$ cat config.mk
export PLATFORM = sky130hd
export DESIGN_NAME = interact_arbiter
export DESIGN_NICKNAME = d
export VERILOG_FILES = /design/src/rtl/interact_arbiter.sv
export SDC_FILE = /design/constraint.sdc
export NUM_CORES = 1
export LEC_CHECK = 0
export ABC_AREA = 1
export CAP_MARGIN = 15
export CELL_PAD_IN_SITES_DETAIL_PLACEMENT = 0
export CELL_PAD_IN_SITES_GLOBAL_PLACEMENT = 2
export CORE_MARGIN = 2
export CORE_UTILIZATION = 24
export DETAILED_ROUTE_END_ITERATION = 16
export GPL_TIMING_DRIVEN = 0
export PLACE_DENSITY = 0.75
export REMOVE_ABC_BUFFERS = 1
export SLEW_MARGIN = 25
export SYNTH_ARGS = -nofsm -noshare
export SYNTH_HDL_FRONTEND = slang
export SYNTH_SLANG_ARGS = --single-unit
$ cat constraint.sdc
create_clock -name clk_in -period 2.1 [get_ports clk_in]
set_input_delay 0.525 -clock clk_in [delete_from_list [all_inputs] [get_ports clk_in]]
set_output_delay 0.525 -clock clk_in [all_outputs]
set_load 0.01 [all_outputs]
$ cat src/rtl/interact_arbiter.sv
// interact_arbiter: shares the single tile RAM port between players issuing
// interact (pick-up / place) requests. A round-robin grant picks one player,
// the tile in front of it is read, and the tile and the held object are
// swapped when the move is legal. A status and the new held object are
// returned together with a one-cycle ack.
module interact_arbiter #(
   parameter int N_PLAYERS = 2,
   parameter int GRID_W    = 16,
   parameter int GRID_H    = 8,
   parameter int RD_LAT    = 1
) (
   input  logic                   clk_in,
   input  logic                   rst_in,
   input  logic [N_PLAYERS-1:0]   req_in,
   output logic [N_PLAYERS-1:0]   ack_out,
   input  logic [4*N_PLAYERS-1:0] grid_x_in,
   input  logic [3*N_PLAYERS-1:0] grid_y_in,
   input  logic [2*N_PLAYERS-1:0] dir_in,
   input  logic [4*N_PLAYERS-1:0] held_in,
   output logic [6:0]             mem_addr_out,
   output logic                   mem_rd_out,
   input  logic [3:0]             mem_rdata_in,
   output logic                   mem_we_out,
   output logic [3:0]             mem_wdata_out,
   output logic                   resp_valid_out,
   output logic [1:0]             resp_player_out,
   output logic [1:0]             resp_status_out,
   output logic [3:0]             resp_held_out
);

   typedef enum logic [2:0] {
      ST_IDLE,
      ST_ISSUE,
      ST_WAIT,
      ST_DECIDE,
      ST_WRITE,
      ST_RESP
   } state_t;

   localparam logic [1:0] DIR_LEFT  = 2'd0;
   localparam logic [1:0] DIR_RIGHT = 2'd1;
   localparam logic [1:0] DIR_UP    = 2'd2;

   localparam logic [1:0] STAT_PICKED  = 2'd0;
   localparam logic [1:0] STAT_PLACED  = 2'd1;
   localparam logic [1:0] STAT_BLOCKED = 2'd2;
   localparam logic [1:0] STAT_OOB     = 2'd3;

   // Grid limits in the signed space used for the front-tile arithmetic.
   localparam logic signed [5:0] X_MAX = 6'(GRID_W - 1);
   localparam logic signed [5:0] Y_MAX = 6'(GRID_H - 1);

   // WAIT lasts RD_LAT-1 cycles; the counter runs down to zero.
   localparam logic [1:0] WAIT_INIT = 2'((RD_LAT > 1) ? (RD_LAT - 2) : 0);

   state_t     state_reg;
   logic [1:0] last_grant_reg;
   logic [1:0] player_reg;
   logic [3:0] held_reg;
   logic       oob_reg;
   logic [1:0] wait_cnt_reg;
   logic [1:0] pend_status_reg;
   logic [3:0] pend_held_reg;

   // Front tile of every player, computed in parallel so the winner's result
   // can be latched at the grant edge together with its other inputs.
   logic [7*N_PLAYERS-1:0] front_addr;
   logic [N_PLAYERS-1:0]   front_oob;

   genvar gi;
   generate
      for (gi = 0; gi < N_PLAYERS; gi++) begin : g_front
         logic [1:0]        dir;
         logic signed [5:0] dx;
         logic signed [5:0] dy;
         logic signed [5:0] fx;
         logic signed [5:0] fy;

         assign dir = dir_in[2*gi +: 2];

         // Unit step toward the facing direction.
         always_comb begin
            dx = '0;
            dy = '0;
            case (dir)
               DIR_LEFT:  dx = -6'sd1;
               DIR_RIGHT: dx = 6'sd1;
               DIR_UP:    dy = -6'sd1;
               default:   dy = 6'sd1;
            endcase
         end

         assign fx = signed'({2'b00, grid_x_in[4*gi +: 4]}) + dx;
         assign fy = signed'({3'b000, grid_y_in[3*gi +: 3]}) + dy;

         assign front_oob[gi] = (fx < 6'sd0) || (fx > X_MAX) ||
                                (fy < 6'sd0) || (fy > Y_MAX);
         assign front_addr[7*gi +: 7] = {fy[2:0], fx[3:0]};
      end
   endgenerate

   // Requests rotated so bit 0 is the player right after the last grant.
   logic [N_PLAYERS-1:0] req_rot;
   assign req_rot = N_PLAYERS'({req_in, req_in} >> ({1'b0, last_grant_reg} + 3'd1));

   logic       grant_valid;
   logic [1:0] grant_idx;

   // Round-robin pick: lowest rotated position wins (scanned high to low).
   always_comb begin
      grant_valid = 1'b0;
      grant_idx   = '0;
      for (int j = N_PLAYERS - 1; j >= 0; j--) begin
         if (req_rot[j]) begin
            grant_valid = 1'b1;
            grant_idx   = 2'((int'(last_grant_reg) + 1 + j) % N_PLAYERS);
         end
      end
   end

   logic [6:0] win_addr;
   logic       win_oob;
   logic [3:0] win_held;

   // Select the granted player's front tile and held object.
   always_comb begin
      win_addr = '0;
      win_oob  = 1'b0;
      win_held = '0;
      for (int p = 0; p < N_PLAYERS; p++) begin
         if (grant_idx == 2'(p)) begin
            win_addr = front_addr[7*p +: 7];
            win_oob  = front_oob[p];
            win_held = held_in[4*p +: 4];
         end
      end
   end

   function automatic logic [N_PLAYERS-1:0] player_onehot(input logic [1:0] idx);
      logic [N_PLAYERS-1:0] v;
      v = '0;
      for (int p = 0; p < N_PLAYERS; p++) begin
         v[p] = (idx == 2'(p));
      end
      return v;
   endfunction

   // Operation sequencer with registered memory and response outputs.
   // Strobes default low every cycle so each is a single-cycle pulse.
   always_ff @(posedge clk_in) begin
      if (!rst_in) begin
         state_reg       <= ST_IDLE;
         last_grant_reg  <= 2'(N_PLAYERS - 1);
         player_reg      <= '0;
         held_reg        <= '0;
         oob_reg         <= 1'b0;
         wait_cnt_reg    <= '0;
         pend_status_reg <= '0;
         pend_held_reg   <= '0;
         ack_out         <= '0;
         mem_addr_out    <= '0;
         mem_rd_out      <= 1'b0;
         mem_we_out      <= 1'b0;
         mem_wdata_out   <= '0;
         resp_valid_out  <= 1'b0;
         resp_player_out <= '0;
         resp_status_out <= '0;
         resp_held_out   <= '0;
      end else begin
         mem_rd_out      <= 1'b0;
         mem_we_out      <= 1'b0;
         mem_wdata_out   <= '0;
         resp_valid_out  <= 1'b0;
         ack_out         <= '0;
         resp_player_out <= '0;
         resp_status_out <= '0;
         resp_held_out   <= '0;

         case (state_reg)
            ST_IDLE: begin
               if (grant_valid) begin
                  last_grant_reg <= grant_idx;
                  player_reg     <= grant_idx;
                  held_reg       <= win_held;
                  oob_reg        <= win_oob;
                  // The read strobe is raised for the ISSUE cycle only when
                  // the front tile lies inside the grid.
                  if (!win_oob) begin
                     mem_addr_out <= win_addr;
                     mem_rd_out   <= 1'b1;
                  end
                  state_reg <= ST_ISSUE;
               end
            end

            ST_ISSUE: begin
               if (oob_reg) begin
                  resp_valid_out  <= 1'b1;
                  ack_out         <= player_onehot(player_reg);
                  resp_player_out <= player_reg;
                  resp_status_out <= STAT_OOB;
                  resp_held_out   <= held_reg;
                  state_reg       <= ST_RESP;
               end else if (RD_LAT == 1) begin
                  state_reg <= ST_DECIDE;
               end else begin
                  wait_cnt_reg <= WAIT_INIT;
                  state_reg    <= ST_WAIT;
               end
            end

            ST_WAIT: begin
               if (wait_cnt_reg == 2'd0) begin
                  state_reg <= ST_DECIDE;
               end else begin
                  wait_cnt_reg <= wait_cnt_reg - 2'd1;
               end
            end

            ST_DECIDE: begin
               if ((held_reg == 4'd0) && (mem_rdata_in != 4'd0)) begin
                  pend_status_reg <= STAT_PICKED;
                  pend_held_reg   <= mem_rdata_in;
                  mem_we_out      <= 1'b1;
                  mem_wdata_out   <= 4'd0;
                  state_reg       <= ST_WRITE;
               end else if ((held_reg != 4'd0) && (mem_rdata_in == 4'd0)) begin
                  pend_status_reg <= STAT_PLACED;
                  pend_held_reg   <= 4'd0;
                  mem_we_out      <= 1'b1;
                  mem_wdata_out   <= held_reg;
                  state_reg       <= ST_WRITE;
               end else begin
                  resp_valid_out  <= 1'b1;
                  ack_out         <= player_onehot(player_reg);
                  resp_player_out <= player_reg;
                  resp_status_out <= STAT_BLOCKED;
                  resp_held_out   <= held_reg;
                  state_reg       <= ST_RESP;
               end
            end

            ST_WRITE: begin
               resp_valid_out  <= 1'b1;
               ack_out         <= player_onehot(player_reg);
               resp_player_out <= player_reg;
               resp_status_out <= pend_status_reg;
               resp_held_out   <= pend_held_reg;
               state_reg       <= ST_RESP;
            end

            ST_RESP: begin
               state_reg <= ST_IDLE;
            end

            default: begin
               state_reg <= ST_IDLE;
            end
         endcase
      end
   end

endmodule

==> results of run 1 <==
[area by class of cell]
| cell class | instances | area, um^2 | share of cell area (%) |
|---|---|---|---|
| Clock buffer | 5 | 68.8 | 2.05 |
| Clock inverter | 3 | 43.8 | 1.30 |
| Inverter | 60 | 226 | 6.75 |
| Multi-Input combinational cell | 215 | 1410 | 42.0 |
| Timing Repair Buffer | 69 | 666 | 19.8 |
| Sequential cell | 39 | 781 | 23.3 |
| Tap cell | 129 | 161 | 4.81 |
[tightest hold or removal path: stages, from the launching register on]
cell and delay (ns):
sky130_fd_sc_hd__dfxtp_1 0.31, sky130_fd_sc_hd__o21ai_0 0.07, sky130_fd_sc_hd__inv_1 0.04
[power breakdown]
group / total (mW) / switching [mW] / internal [mW]
sequential: 0.851 / 0.0462 / 0.804
clock: 0.628 / 0.274 / 0.354
combinational: 0.652 / 0.370 / 0.282
[logic make-up after synthesis]
kind of cell	after synthesis	synth area share, %
AO/OA/AOI/OAI	44	11.1
XOR/XNOR	3	1.14
adder cells (fa/ha/maj)	19	11.0
buffers and inverters	68	12.0
flip-flops	39	34.0
multiplexers	1	0.436
other	1	0.163
AND/OR/NAND/NOR	147	30.3
[repair_timing]
action                                  CTS  global route
setup buffers                             7             6
endpoints found under the setup margin   31            19
pin swaps                                13            14
resized for setup                        36            35
cloned                                    0             0
[routing by layer]
layer / wire length [um] / GRT usage (%)
met3: 255 / 2.67
met4: 66 / 3.38
met5: 0 / 0
met2: 2840 / 20.3
met1: 2760 / 15.4
[worst paths after layout]
check | startpoint | endpoint | slack, ns | cells after the start
worst min register to register | player_reg[0] | resp_player_out[0] | 0.46 | 2
worst min-delay path | player_reg[0] | resp_player_out[0] | 0.46 | 2
worst max register to register | held_reg[1] | pend_status_reg[0] | 0.32 | 8
worst max-delay path | grid_x_in[7] | mem_addr_out[6] | 0.08 | 11
[Yosys cell counts, drive strengths merged]
cell and instances:
a211oi 1, a21oi 19, a22oi 5, a31oi 6, buf 5, clkbuf 3, clkinv 1, conb 1
dfxtp 39, fa 2, ha 17, inv 59, mux2i 1, nand2 79, nand3 24, nand3b 1
nand4 11, nor2 25, nor3 1, nor4 3, o21ai 13, or2 3, xnor2 1, xor2 2
[through the flow]
step	cell area (um^2)	setup slack [ns]	instances
3_5_place_dp	2970	-0.947	499
5_1_grt	3360	-0.0253	520
4_1_cts	3230	-0.00545	514
6_report	3360	0.0847	520
3_3_place_gp	2970	-0.910	499
2_1_floorplan	2250	-0.0856	314
==> impl_metrics.csv, run 1 <==
group,metric,value,unit
outcome,outcome,"completed",
synthesis,synth_top_cells_by_area,"sky130_fd_sc_hd__dfxtp_1 34%, sky130_fd_sc_hd__nand2_1 12%, sky130_fd_sc_hd__inv_1 9.6%, sky130_fd_sc_hd__ha_1 9.3%, sky130_fd_sc_hd__nand3_1 4.8%",
synthesis,post-synth-top-area-fraction,34.0,%
grt,track_usage,12.0,%
synthesis,synth_sequential_area_ratio,34.0,%
grt,global_route_wire_length_before_repair,9920,um
synthesis,synth_seq_cells,39,
route,avgViaCountPerCell,4.26,
place,buffer_ports.inserted,56,
clock_tree,clock_tree.root_cell,"sky130_fd_sc_hd__clkbuf_8",
cells_and_area,final_layout_size_suffix_gt1_share,18.9,%
setup_path,timing.critical_path.slowest_stage_cell,"sky130_fd_sc_hd__clkdlybuf4s50_1",
floorplanning,initial_core_util,24.8,%
clock_tree,holdBufCountCts,0,
route,dr.first_iter.drc_count,49,
clock_tree,cts_inserted_buffers,5,
pwr,cellPowerDensity,635,nW/um^2
synthesis,ys_warn_count,0,
cells_and_area,final_common_cell,"sky130_fd_sc_hd__nand2_1",
setup_path,critical_path.max_fanout,8,
cells_and_area,most-common-layout-cells,"71 x sky130_fd_sc_hd__nand2_1, 53 x sky130_fd_sc_hd__inv_1, 42 x sky130_fd_sc_hd__clkdlybuf4s50_1",
flow_run,drv.max_cap_violation_count,0,
place,place.gp.congestion,0.816,
setup_path,worstPathBufferInverterCount,3,
cells_and_area,fin_util,36.1,%
pwr,vdd.ir_drop.worst,0.000293,V
floorplanning,core-area,9280,um^2
floorplanning,rows,35,
cells_and_area,area_growth_from_synthesis_to_final_layout,46.0,%
route,antenna_left,0,
clock_tree,cts_tree,"built",
timing,clock-skew-final,0.0118,ns
route,drt_drc_violations_left,0,
route,finalWirelength,5930,um
cells_and_area,max_flop_register,"mem_addr_out",
worst_hold_path,holdCritPathClass,"register to register",
setup_path,critical-path-top-delay-family,"buffers and inverters",
cells_and_area,number_of_flip_flops_under_the_largest_register_name,7,
setup_path,start_kind,"input pin",
clock_tree,cts.htree.levels,2,
synthesis,synthCells,322,
setup_path,required,2.28,ns
clock_tree,cts.path.max_buffers,2,
setup_path,worstPathCellList,"clkdlybuf4s50_1 > inv_1 > ha_1 > inv_1 > nand3_2 > a21oi_2 > nor2_4 > nand2_4 > o21ai_4 > nand3_1 > nand2_1",
timing,hold_violations,0,
setup_path,endpoint_kind,"register",
timing,maxSlewViolCount,0,
pwr,fin_total_pwr,2.13,mW
floorplanning,floorplan.die.width,102,um
setup_path,timing.critical_path.slowest_cell_delay,0.48,ns
timing,fmaxAchievable,496,MHz
setup_path,critPathKind,"input pin to register",
synthesis,per_instance_average_area_after_synthesis,7.14,um^2
clock_tree,cts.sinks,39,
timing,fin_worst_hold_slack,0.455,ns
floorplanning,num_io_pins,58,
place,detailed_place_hpwl,4450,um
timing,final.setup.tns,0,ns
grt,maximum_number_of_pins_on_one_net_before_global_route_repair,22,
floorplanning,die-height,102,um
setup_path,critical-path-top-cell-by-count,"sky130_fd_sc_hd__inv_1",
cells_and_area,antenna_cells,0,
clock_tree,clock_input_transition_at_the_sequential_cells_of_the_worst_setup_and_hold_paths,0.08,ns
grt,grt_antenna_before_repair,0,
grt,grt_overflow_total,0,
synthesis,mappedNetlistArea,2300,um^2
route,via_count,2215,
synthesis,synth.lib_cells_used.distinct,34,
floorplanning,die_ar,10400,um^2
synthesis,post-synth-top-area-cell,"sky130_fd_sc_hd__dfxtp_1",
clock_tree,clkLatencyLatePin,0.30,ns
cells_and_area,finalNetCount,443,
route,avgRoutedWirePerCell,11.4,um
timing,final.period_utilization,96.0,%
setup_path,critPathArrivalTime,2.20,ns
cells_and_area,layout.filler_cells,1025,
timing,final_period_demand_of_the_worst_path,2.02,ns
grt,vias_in_the_first_global_route,2152,
route,pre_repair_dr_iteration_count,4,
timing,setup_violations_final,0,
pwr,leakagePower,1.58,nW
No activity file was read; power rests on OpenSTA's default activity.
==> run 2: changes to the inputs <==
TNS_END_PERCENT = 100   (was unset)
==> results of run 2 <==
Same layout as run 1: the final DEF is identical, and so are final timing and power.
